## src/rtl/mem_arbiter_pkg.sv

```systemverilog
// Shared types and defaults for the memory arbiter: FSM state encoding,
// bus width defaults and the wait-counter sizing helper.
package mem_arbiter_pkg;

  typedef enum logic [1:0] {
    IDLE  = 2'd0,
    ISSUE = 2'd1,
    WAIT  = 2'd2,
    RESP  = 2'd3
  } arb_state_e;

  localparam int ADDR_W_DEF  = 4;
  localparam int DATA_W_DEF  = 32;
  localparam int TIMEOUT_DEF = 8;

  // Wait counter is never narrower than 4 bits, even for tiny timeouts.
  function automatic int cnt_width(input int timeout);
    int w;
    w = $clog2(timeout);
    if (w > 4) begin
      return w;
    end else begin
      return 4;
    end
  endfunction

endpackage

```

## src/rtl/mem_arbiter_rr_picker.sv

```systemverilog
// Round-robin picker: scans requests starting one above the last grant,
// wrapping around, and reports the first pending index.
module rr_picker #(
  parameter int NUM_REQ = 2,
  parameter int IDX_W   = 1
) (
  input  logic [NUM_REQ-1:0] req,
  input  logic [IDX_W-1:0]   last_grant,
  output logic [IDX_W-1:0]   grant,
  output logic               any_req
);

  logic [IDX_W-1:0] idx_s;

  // First pending requester at or after last_grant+1, modulo NUM_REQ.
  always_comb begin
    grant   = {IDX_W{1'b0}};
    any_req = 1'b0;
    idx_s   = {IDX_W{1'b0}};
    for (int i = 1; i <= NUM_REQ; i++) begin
      idx_s   = IDX_W'((int'(last_grant) + i) % NUM_REQ);
      grant   = (!any_req && req[idx_s]) ? idx_s : grant;
      any_req = any_req | req[idx_s];
    end
  end

endmodule

```

## src/rtl/mem_arbiter.sv

```systemverilog
// Multi-requester single-port memory arbiter: round-robin grant, one
// outstanding memory access, bounded wait with timeout error response.
module mem_arbiter
  import mem_arbiter_pkg::*;
#(
  parameter int NUM_REQ = 2,
  parameter int ADDR_W  = ADDR_W_DEF,
  parameter int DATA_W  = DATA_W_DEF,
  parameter int TIMEOUT = TIMEOUT_DEF
) (
  input  logic                      clk,
  input  logic                      rst,
  input  logic [NUM_REQ-1:0]        req_valid,
  output logic [NUM_REQ-1:0]        req_ready,
  input  logic [NUM_REQ-1:0]        req_we,
  input  logic [NUM_REQ*ADDR_W-1:0] req_addr,
  input  logic [NUM_REQ*DATA_W-1:0] req_wdata,
  output logic [NUM_REQ-1:0]        rsp_valid,
  output logic [DATA_W-1:0]         rsp_rdata,
  output logic                      rsp_err,
  output logic                      mem_en,
  output logic [ADDR_W-1:0]         mem_addr,
  output logic [DATA_W-1:0]         mem_wdata,
  input  logic [DATA_W-1:0]         mem_rdata,
  input  logic                      mem_valid
);

  localparam int IDX_W = (NUM_REQ > 1) ? $clog2(NUM_REQ) : 1;
  localparam int CNT_W = cnt_width(TIMEOUT);
  localparam logic [IDX_W-1:0]   LAST_RST = IDX_W'(NUM_REQ - 1);
  localparam logic [CNT_W-1:0]   CNT_LAST = CNT_W'(TIMEOUT - 1);
  localparam logic [NUM_REQ-1:0] ONE_HOT0 = NUM_REQ'(1);

  arb_state_e         state_r, state_s;
  logic [IDX_W-1:0]   grant_r, last_grant_r, last_grant_s, pick_s;
  logic               any_s, take_s, timeout_s, we_r;
  logic [ADDR_W-1:0]  addr_r;
  logic [DATA_W-1:0]  wdata_r;
  logic [CNT_W-1:0]   cnt_r, cnt_s;

  logic [NUM_REQ-1:0] req_ready_s, rsp_valid_s;
  logic [DATA_W-1:0]  rsp_rdata_s, mem_wdata_s;
  logic               rsp_err_s, mem_en_s;
  logic [ADDR_W-1:0]  mem_addr_s;

  logic [ADDR_W-1:0]  addr_arr_s  [NUM_REQ];
  logic [DATA_W-1:0]  wdata_arr_s [NUM_REQ];

  for (genvar g = 0; g < NUM_REQ; g++) begin : g_unpack
    assign addr_arr_s[g]  = req_addr[g*ADDR_W +: ADDR_W];
    assign wdata_arr_s[g] = req_wdata[g*DATA_W +: DATA_W];
  end

  rr_picker #(
    .NUM_REQ (NUM_REQ),
    .IDX_W   (IDX_W)
  ) u_picker (
    .req        (req_valid),
    .last_grant (last_grant_r),
    .grant      (pick_s),
    .any_req    (any_s)
  );

  assign timeout_s = (cnt_r == CNT_LAST);

  // State, latched request and registered outputs.
  always_ff @(posedge clk) begin
    if (rst) begin
      state_r      <= IDLE;
      grant_r      <= {IDX_W{1'b0}};
      last_grant_r <= LAST_RST;
      we_r         <= 1'b0;
      addr_r       <= {ADDR_W{1'b0}};
      wdata_r      <= {DATA_W{1'b0}};
      cnt_r        <= {CNT_W{1'b0}};
      req_ready    <= {NUM_REQ{1'b0}};
      rsp_valid    <= {NUM_REQ{1'b0}};
      rsp_rdata    <= {DATA_W{1'b0}};
      rsp_err      <= 1'b0;
      mem_en       <= 1'b0;
      mem_addr     <= {ADDR_W{1'b0}};
      mem_wdata    <= {DATA_W{1'b0}};
    end else begin
      state_r      <= state_s;
      last_grant_r <= last_grant_s;
      cnt_r        <= cnt_s;
      req_ready    <= req_ready_s;
      rsp_valid    <= rsp_valid_s;
      rsp_rdata    <= rsp_rdata_s;
      rsp_err      <= rsp_err_s;
      mem_en       <= mem_en_s;
      mem_addr     <= mem_addr_s;
      mem_wdata    <= mem_wdata_s;
      if (take_s) begin
        grant_r <= pick_s;
        we_r    <= req_we[pick_s];
        addr_r  <= addr_arr_s[pick_s];
        wdata_r <= wdata_arr_s[pick_s];
      end
    end
  end

  // Next-state logic; mem_valid beats the timeout when both occur.
  always_comb begin
    state_s = state_r;
    case (state_r)
      IDLE:    state_s = any_s ? ISSUE : IDLE;
      ISSUE:   state_s = WAIT;
      WAIT:    state_s = (mem_valid || timeout_s) ? RESP : WAIT;
      RESP:    state_s = IDLE;
      default: state_s = IDLE;
    endcase
  end

  // Next values of the registered outputs and bookkeeping registers.
  always_comb begin
    take_s       = 1'b0;
    req_ready_s  = {NUM_REQ{1'b0}};
    rsp_valid_s  = {NUM_REQ{1'b0}};
    rsp_rdata_s  = rsp_rdata;
    rsp_err_s    = rsp_err;
    mem_en_s     = 1'b0;
    mem_addr_s   = mem_addr;
    mem_wdata_s  = mem_wdata;
    cnt_s        = cnt_r;
    last_grant_s = last_grant_r;
    case (state_r)
      IDLE: begin
        if (any_s) begin
          take_s      = 1'b1;
          req_ready_s = ONE_HOT0 << pick_s;
        end else begin
          take_s      = 1'b0;
        end
      end
      ISSUE: begin
        mem_en_s    = we_r;
        mem_addr_s  = addr_r;
        mem_wdata_s = wdata_r;
        cnt_s       = {CNT_W{1'b0}};
      end
      WAIT: begin
        if (mem_valid) begin
          rsp_valid_s = ONE_HOT0 << grant_r;
          rsp_rdata_s = we_r ? {DATA_W{1'b0}} : mem_rdata;
          rsp_err_s   = 1'b0;
        end else if (timeout_s) begin
          rsp_valid_s = ONE_HOT0 << grant_r;
          rsp_rdata_s = {DATA_W{1'b0}};
          rsp_err_s   = 1'b1;
        end else begin
          cnt_s       = cnt_r + CNT_W'(1);
        end
      end
      RESP: begin
        last_grant_s = grant_r;
      end
      default: begin
        take_s = 1'b0;
      end
    endcase
  end

endmodule

```

## config.mk

```make
export PLATFORM = sky130hd
export DESIGN_NAME = mem_arbiter
export DESIGN_NICKNAME = d
export VERILOG_FILES = /design/src/rtl/mem_arbiter_pkg.sv /design/src/rtl/mem_arbiter_rr_picker.sv /design/src/rtl/mem_arbiter.sv
export SDC_FILE = /design/constraint.sdc
export NUM_CORES = 1
export LEC_CHECK = 0
export ABC_AREA = 0
export CORE_MARGIN = 3
export CORE_UTILIZATION = 42
export CTS_CLUSTER_DIAMETER = 80
export CTS_CLUSTER_SIZE = 40
export DETAILED_ROUTE_END_ITERATION = 10
export PLACE_DENSITY_LB_ADDON = 0.25
export RECOVER_POWER = 25
export SLEW_MARGIN = 20
export SYNTH_ARGS = -nofsm -noshare
export SYNTH_HDL_FRONTEND = slang
export SYNTH_HIERARCHICAL = 1
export SYNTH_SLANG_ARGS = --single-unit
```

## constraint.sdc

```tcl
create_clock -name clk -period 3.2 [get_ports clk]
set_input_delay 0.64 -clock clk [delete_from_list [all_inputs] [get_ports clk]]
set_output_delay 0.64 -clock clk [all_outputs]
set_load 0.02 [all_outputs]
```

==> impl_metrics.py, run 1 <==
metrics = {
    "cts": {
        "clk_path_buf_depth": 2,
        "postCtsSetupRepairBufs": 0,
        "cts.clk_slew.worst_paths_ns": 0.05,
        "clock_latency_ns": 0.51,
        "cts_tree": "yes",
        "cts_htree_levels": 4,
        "hold_buffers": 0,
        "root_buffer": "clkbuf_8",
        "cts_resized": 0,
        "clock_sinks": 119,
        "cts_buffers": 17,
    },
    "drt": {
        "wire_per_inst_um": 15.1,
        "drcViolationCount": 0,
        "ant_nets": 0,
        "wl_um": 11300,
        "drtIter0Drc": 219,
        "dr.pass1.iters": 4,
        "vias": 3751,
        "vias_per_cell": 5.03,
    },
    "sta": {
        "timing.fmax_mhz": 402,
        "rsz0062_at_grt": "no",
        "tightest_slew_ns": 1.40,
        "fin_crit_ns": 2.49,
        "setup_viol": 0,
        "fin_crit_sh_pct": 77.7,
        "hold_violations": 0,
        "final.setup_skew_ns": 0.0134,
        "finalSetupTns_ns": 0,
        "slew_viol_final": 0,
        "relSlewSlack_pct": 6.86,
    },
    "floorplan": {
        "fp.coreArea_um2": 10300,
        "initial_core_util_pct": 43.3,
        "pin_count": 185,
        "die_area_um2": 11900,
        "rows": 37,
        "die_w_um": 109,
        "die_y_um": 109,
    },
    "global_route": {
        "grt_pass1_vias": 3685,
        "antenna_found_initial": 0,
        "grt_overflow_total": 0,
        "grtUsageTotal_pct": 19.0,
        "grt_pass1_wl_um": 17600,
        "grt_max_degree": 76,
    },
    "setup_path": {
        "required_ns": 3.61,
        "cp-end-kind": "flop",
        "critical_path_arrival_ns": 2.90,
        "cp-start-kind": "primary input",
        "crit_path_max_fanout": 40,
        "crit_type": "in -> reg",
    },
    "placed_design": {
        "post-dp-hpwl_um": 7960,
        "dpl_cell_area_um2": 6430,
        "gp_congestion": 0.735,
        "io_buffers": 184,
    },
    "pwr": {
        "power_density_nw_per_um2": 632,
        "max-vdd-ir-drop_mv": 0.373,
        "power.total_uw": 4410,
        "p_leak_uw": 0.00266,
    },
    "synthesis": {
        "seq_area_frac_synth_pct": 53.3,
        "ys_warn_count": 6,
        "syn_inst": 420,
        "syn_nets": 537,
        "synth_seq_cells": 119,
        "synth_cell_types": 34,
        "avgSynthCellArea_um2": 10.6,
        "synth-edff-count": 0,
        "async_reset_ff_share_pct": 0,
        "synth_ff_type": "dfxtp_1",
        "syn_area_um2": 4470,
    },
    "finish": {
        "fin_nets": 713,
        "fin_area_um2": 6990,
        "n_fill_cell": 788,
        "area_growth_syn_to_layout_pct": 56.3,
        "final_cell_mix": "clkdlybuf4s50_1 (182), dfxtp_1 (119), nor2_1 (75), mux2i_1 (73), a211oi_1 (39)",
        "drive_gt1_share_pct": 7.06,
        "layout_commonest_cell": "clkdlybuf4s50_1",
        "antennaDiodeCount": 0,
    },
    "hold_path": {
        "hold_class": "reg -> reg",
    },
    "outcome": {
        "status": "complete, no violations",
    },
    "job": {
        "maxCapViolCount": 0,
    },
}
-- final cells by class --
type / instances / area (um^2) / area share (%)
clock inverter: 13 / 155 / 2.22
clock buffer: 19 / 422 / 6.03
sequential: 119 / 2380 / 34.1
tap: 136 / 170 / 2.44
inverter: 3 / 11.3 / 0.161
timing repair buffer: 191 / 1910 / 27.3
multi-input combinational: 264 / 1940 / 27.8
-- where the power goes --
group	leakage (uW)	total [uW]	internal (uW)	switching (uW)
clock	0.000278	1830	1180	648
sequential	0.000972	1730	1640	89.6
combinational	0.00141	854	439	415
total	0.00266	4410	3260	1150
-- routing by layer --
layer | share of wire, % | wire length, um | track usage [%] | vias to the layer above
met5 | 0 | 0 | 0 | -
met4 | 1.3 | 148 | 7.21 | 0
met3 | 10 | 1140 | 7.76 | 13
met2 | 48 | 5370 | 31.2 | 156
met1 | 41 | 4630 | 22.2 | 1726
li1 | - | - | - | 1856
-- per-stage QoR --
stage / cells / hold WS (ns) / utilization, % / setup slack (ns)
final: 745 / 0.471 / 67.7 / 0.713
after global routing: 745 / 0.485 / 67.7 / 0.534
after CTS: 745 / 0.475 / 67.9 / 1.04
after detailed placement: 713 / 0.457 / 62.3 / 0.987
after global placement: 713 / 0.456 / 62.3 / 1.03
after floorplan: 420 / 0.442 / - / 1.55
-- final timing paths --
path | end | cells past startpoint | start | slack (ns)
max reg2reg | rsp_rdata[21] | 5 | cnt_r[0] | 0.85
max | addr_r[1] | 5 | req_valid[1] | 0.71
min reg2reg | rsp_rdata[0] | 1 | rsp_rdata[0] | 0.47
min | rsp_rdata[0] | 1 | rsp_rdata[0] | 0.47
-- flip-flops by register name, summed over array words and instances, names as in the netlist --
signal,cells
mem_wdata,32
rsp_rdata,32
wdata_r,32
addr_r,4
cnt_r,4
mem_addr,4
req_ready,2
rsp_valid,2
state_r,2
grant_r,1
last_grant_r,1
mem_en,1
rsp_err,1
we_r,1
-- Yosys cell counts, types with 2 or more instances --
cell,instances,area [um^2]
a21oi_1,3,15.0
a211oi_1,39,293
nor3b_1,4,30.0
buf_4,2,15.0
or3_1,2,12.5
buf_1,7,26.3
nor2_1,75,282
inv_1,3,11.3
nand2b_1,2,12.5
a22o_1,32,280
nand2_1,5,18.8
clkbuf_1,7,26.3
dfxtp_1,119,2380
nor2b_1,3,18.8
nor3_1,3,15.0
o31ai_1,2,15.0
buf_2,18,90.1
mux2i_1,73,731
ha_1,6,75.1
-- worst max-delay path, cell delays in order --
cell and delay [ns]:
dlygate4sd3_1 0.54, a21boi_4 0.16, clkbuf_2 0.97, mux2i_1 0.26, a211oi_1 0.31
-- cell families (layout without fill, tap and decap cells) --
logic type                 Yosys count  count (layout)  synth area share [%]
AOI/OAI and AO/OA                   83              83                  14.9
adders and majority gates            6               6                  1.68
buffers and inverters               37             226                  3.78
DFF                                119             119                  53.3
muxes                               74              74                  16.6
and+or+nand+nor                    101             101                  9.82
Note: power is estimated with default switching activity, not from simulation.
==> run 2: changes to the inputs <==
==> constraint.sdc (replaced) <==
create_clock -name clk -period 2.35 [get_ports clk]
set_input_delay 0.47 -clock clk [delete_from_list [all_inputs] [get_ports clk]]
set_output_delay 0.47 -clock clk [all_outputs]
set_load 0.02 [all_outputs]
==> run 2 against run 1 <==
  * Non-clock buffer count up 3
  * Combinational power up 36%
  * Register-to-register slack worse by 0.33 ns
  * Critical path type is now reg -> out
==> impl_metrics.py, run 2 (synthesis gave the netlist of run 1 again) <==
metrics = {
    "cts": {
        "root_buffer": "clkbuf_8",
        "cts.clk_slew.worst_paths_ns": 0.06,
        "cts_buffers": 17,
        "clk_path_buf_depth": 2,
        "postCtsSetupRepairBufs": 0,
        "cts_resized": 0,
        "cts_tree": "yes",
        "hold_buffers": 0,
        "clock_latency_ns": 0.49,
        "clock_sinks": 119,
        "cts_htree_levels": 4,
    },
    "floorplan": {
        "die_w_um": 109,
        "initial_core_util_pct": 43.3,
        "rows": 37,
        "pin_count": 185,
        "fp.coreArea_um2": 10300,
        "die_y_um": 109,
        "die_area_um2": 11900,
    },
    "setup_path": {
        "cp_cell_sequence": "clkdlybuf4s50_1",
        "required_ns": 1.88,
        "critPathTopFamily": "buffers and inverters",
        "crit_type": "reg -> out",
        "max_stage_delay_ns": 0.62,
        "path_buf_inv": 1,
        "critical_path_arrival_ns": 1.47,
        "cp-end-kind": "output pin",
        "cp-start-kind": "flop",
        "critPathSlowestCell": "clkdlybuf4s50_1",
        "crit_path_max_fanout": 2,
    },
    "finish": {
        "final_cell_mix": "clkdlybuf4s50_1 (182), dfxtp_1 (119), nor2_1 (75), mux2i_1 (73), a211oi_1 (39)",
        "fin_nets": 716,
        "finish.utilization_pct": 67.9,
        "antennaDiodeCount": 0,
        "layout_commonest_cell": "clkdlybuf4s50_1",
        "top_regs": "mem_wdata: 32 flops, rsp_rdata: 32 flops, wdata_r: 32 flops",
        "drive_gt1_share_pct": 7.53,
        "area_growth_syn_to_layout_pct": 56.9,
    },
    "sta": {
        "hold_violations": 0,
        "slew_viol_final": 0,
        "fin_crit_ns": 1.94,
        "holdWs_ns": 0.336,
        "rsz0062_at_grt": "no",
        "fin_crit_sh_pct": 82.7,
        "finalSetupTns_ns": 0,
        "final.setup_skew_ns": 0.00955,
        "relSlewSlack_pct": 62.9,
        "setup_viol": 0,
        "tightest_slew_ns": 0.556,
        "timing.fmax_mhz": 514,
    },
    "outcome": {
        "status": "complete, no violations",
    },
    "drt": {
        "vias": 3701,
        "highest_layer": "met4",
        "dr.pass1.iters": 4,
        "drtIter0Drc": 131,
        "ant_nets": 0,
        "wire_per_inst_um": 14.8,
        "wl_um": 11000,
        "wl_met3_um": 1110,
        "vias_per_cell": 4.95,
        "met2_length_um": 5270,
        "drcViolationCount": 0,
        "drt-met1-wl_um": 4510,
    },
    "global_route": {
        "grt_pass1_vias": 3604,
        "antenna_found_initial": 0,
        "grt_max_degree": 76,
        "grt_overflow_total": 0,
        "grt_pass1_wl_um": 17000,
        "grtUsageTotal_pct": 18.2,
    },
    "pwr": {
        "p_leak_uw": 0.00267,
        "power_density_nw_per_um2": 860,
        "max-vdd-ir-drop_mv": 0.423,
    },
    "placed_design": {
        "io_buffers": 184,
        "post-dp-hpwl_um": 8040,
        "gp_congestion": 0.698,
    },
    "hold_path": {
        "hold_class": "in -> reg",
    },
    "job": {
        "maxCapViolCount": 0,
    },
}
## run 2: changes by cell type in the layout (fill, tap and decap cells not counted)
| cell | previous run | this run |
|---|---|---|
| a21boi_0 | 0 | 1 |
| a21boi_4 | 1 | 0 |
| buf_4 | 3 | 6 |
| clkbuf_1 | 3 | 1 |
| clkinv_2 | 5 | 2 |
| clkinv_4 | 1 | 4 |
| inv_8 | 0 | 1 |
## run 2: worst paths after layout
check                start             to  slack [ns]  cells after the start
max          rsp_rdata[10]  rsp_rdata[10]        0.41                      1
min reg2reg   rsp_rdata[9]   rsp_rdata[9]        0.47                      1
max reg2reg     state_r[1]  mem_wdata[18]        0.52                      5
min                    rst  mem_wdata[31]        0.34                      2
## run 2: layout make-up
class / instances / area (um^2)
Inverter: 3 / 11.3
Tap cell: 136 / 170
Multi-Input combinational cell: 264 / 1930
Sequential cell: 119 / 2380
Fill cell: 821 / 3310
Clock inverter: 14 / 178
Timing Repair Buffer: 194 / 1930
Clock buffer: 17 / 414
## run 2: through the flow
stage / std cells / total power, uW / area [um^2] / setup WS [ns]
2_1_floorplan: 420 / 3060 / 4470 / 0.869
3_3_place_gp: 716 / 3530 / 6440 / 0.405
3_5_place_dp: 716 / 3570 / 6440 / 0.316
4_1_cts: 747 / 6100 / 7030 / 0.380
5_1_grt: 747 / 6320 / 7010 / 0.304
6_report: 747 / 6030 / 7010 / 0.406
## run 2: metal layers
metal / up-vias / GRT usage [%]
met4: 0 / 6.50
met5: - / 0
li1: 1872 / -
met1: 1671 / 21.5
met3: 8 / 6.81
met2: 150 / 30.3
## run 2: report_power, final
group / total [uW] / internal [uW] / switching (uW)
Sequential: 2350 / 2240 / 113
Clock: 2520 / 1620 / 906
Combinational: 1160 / 591 / 567
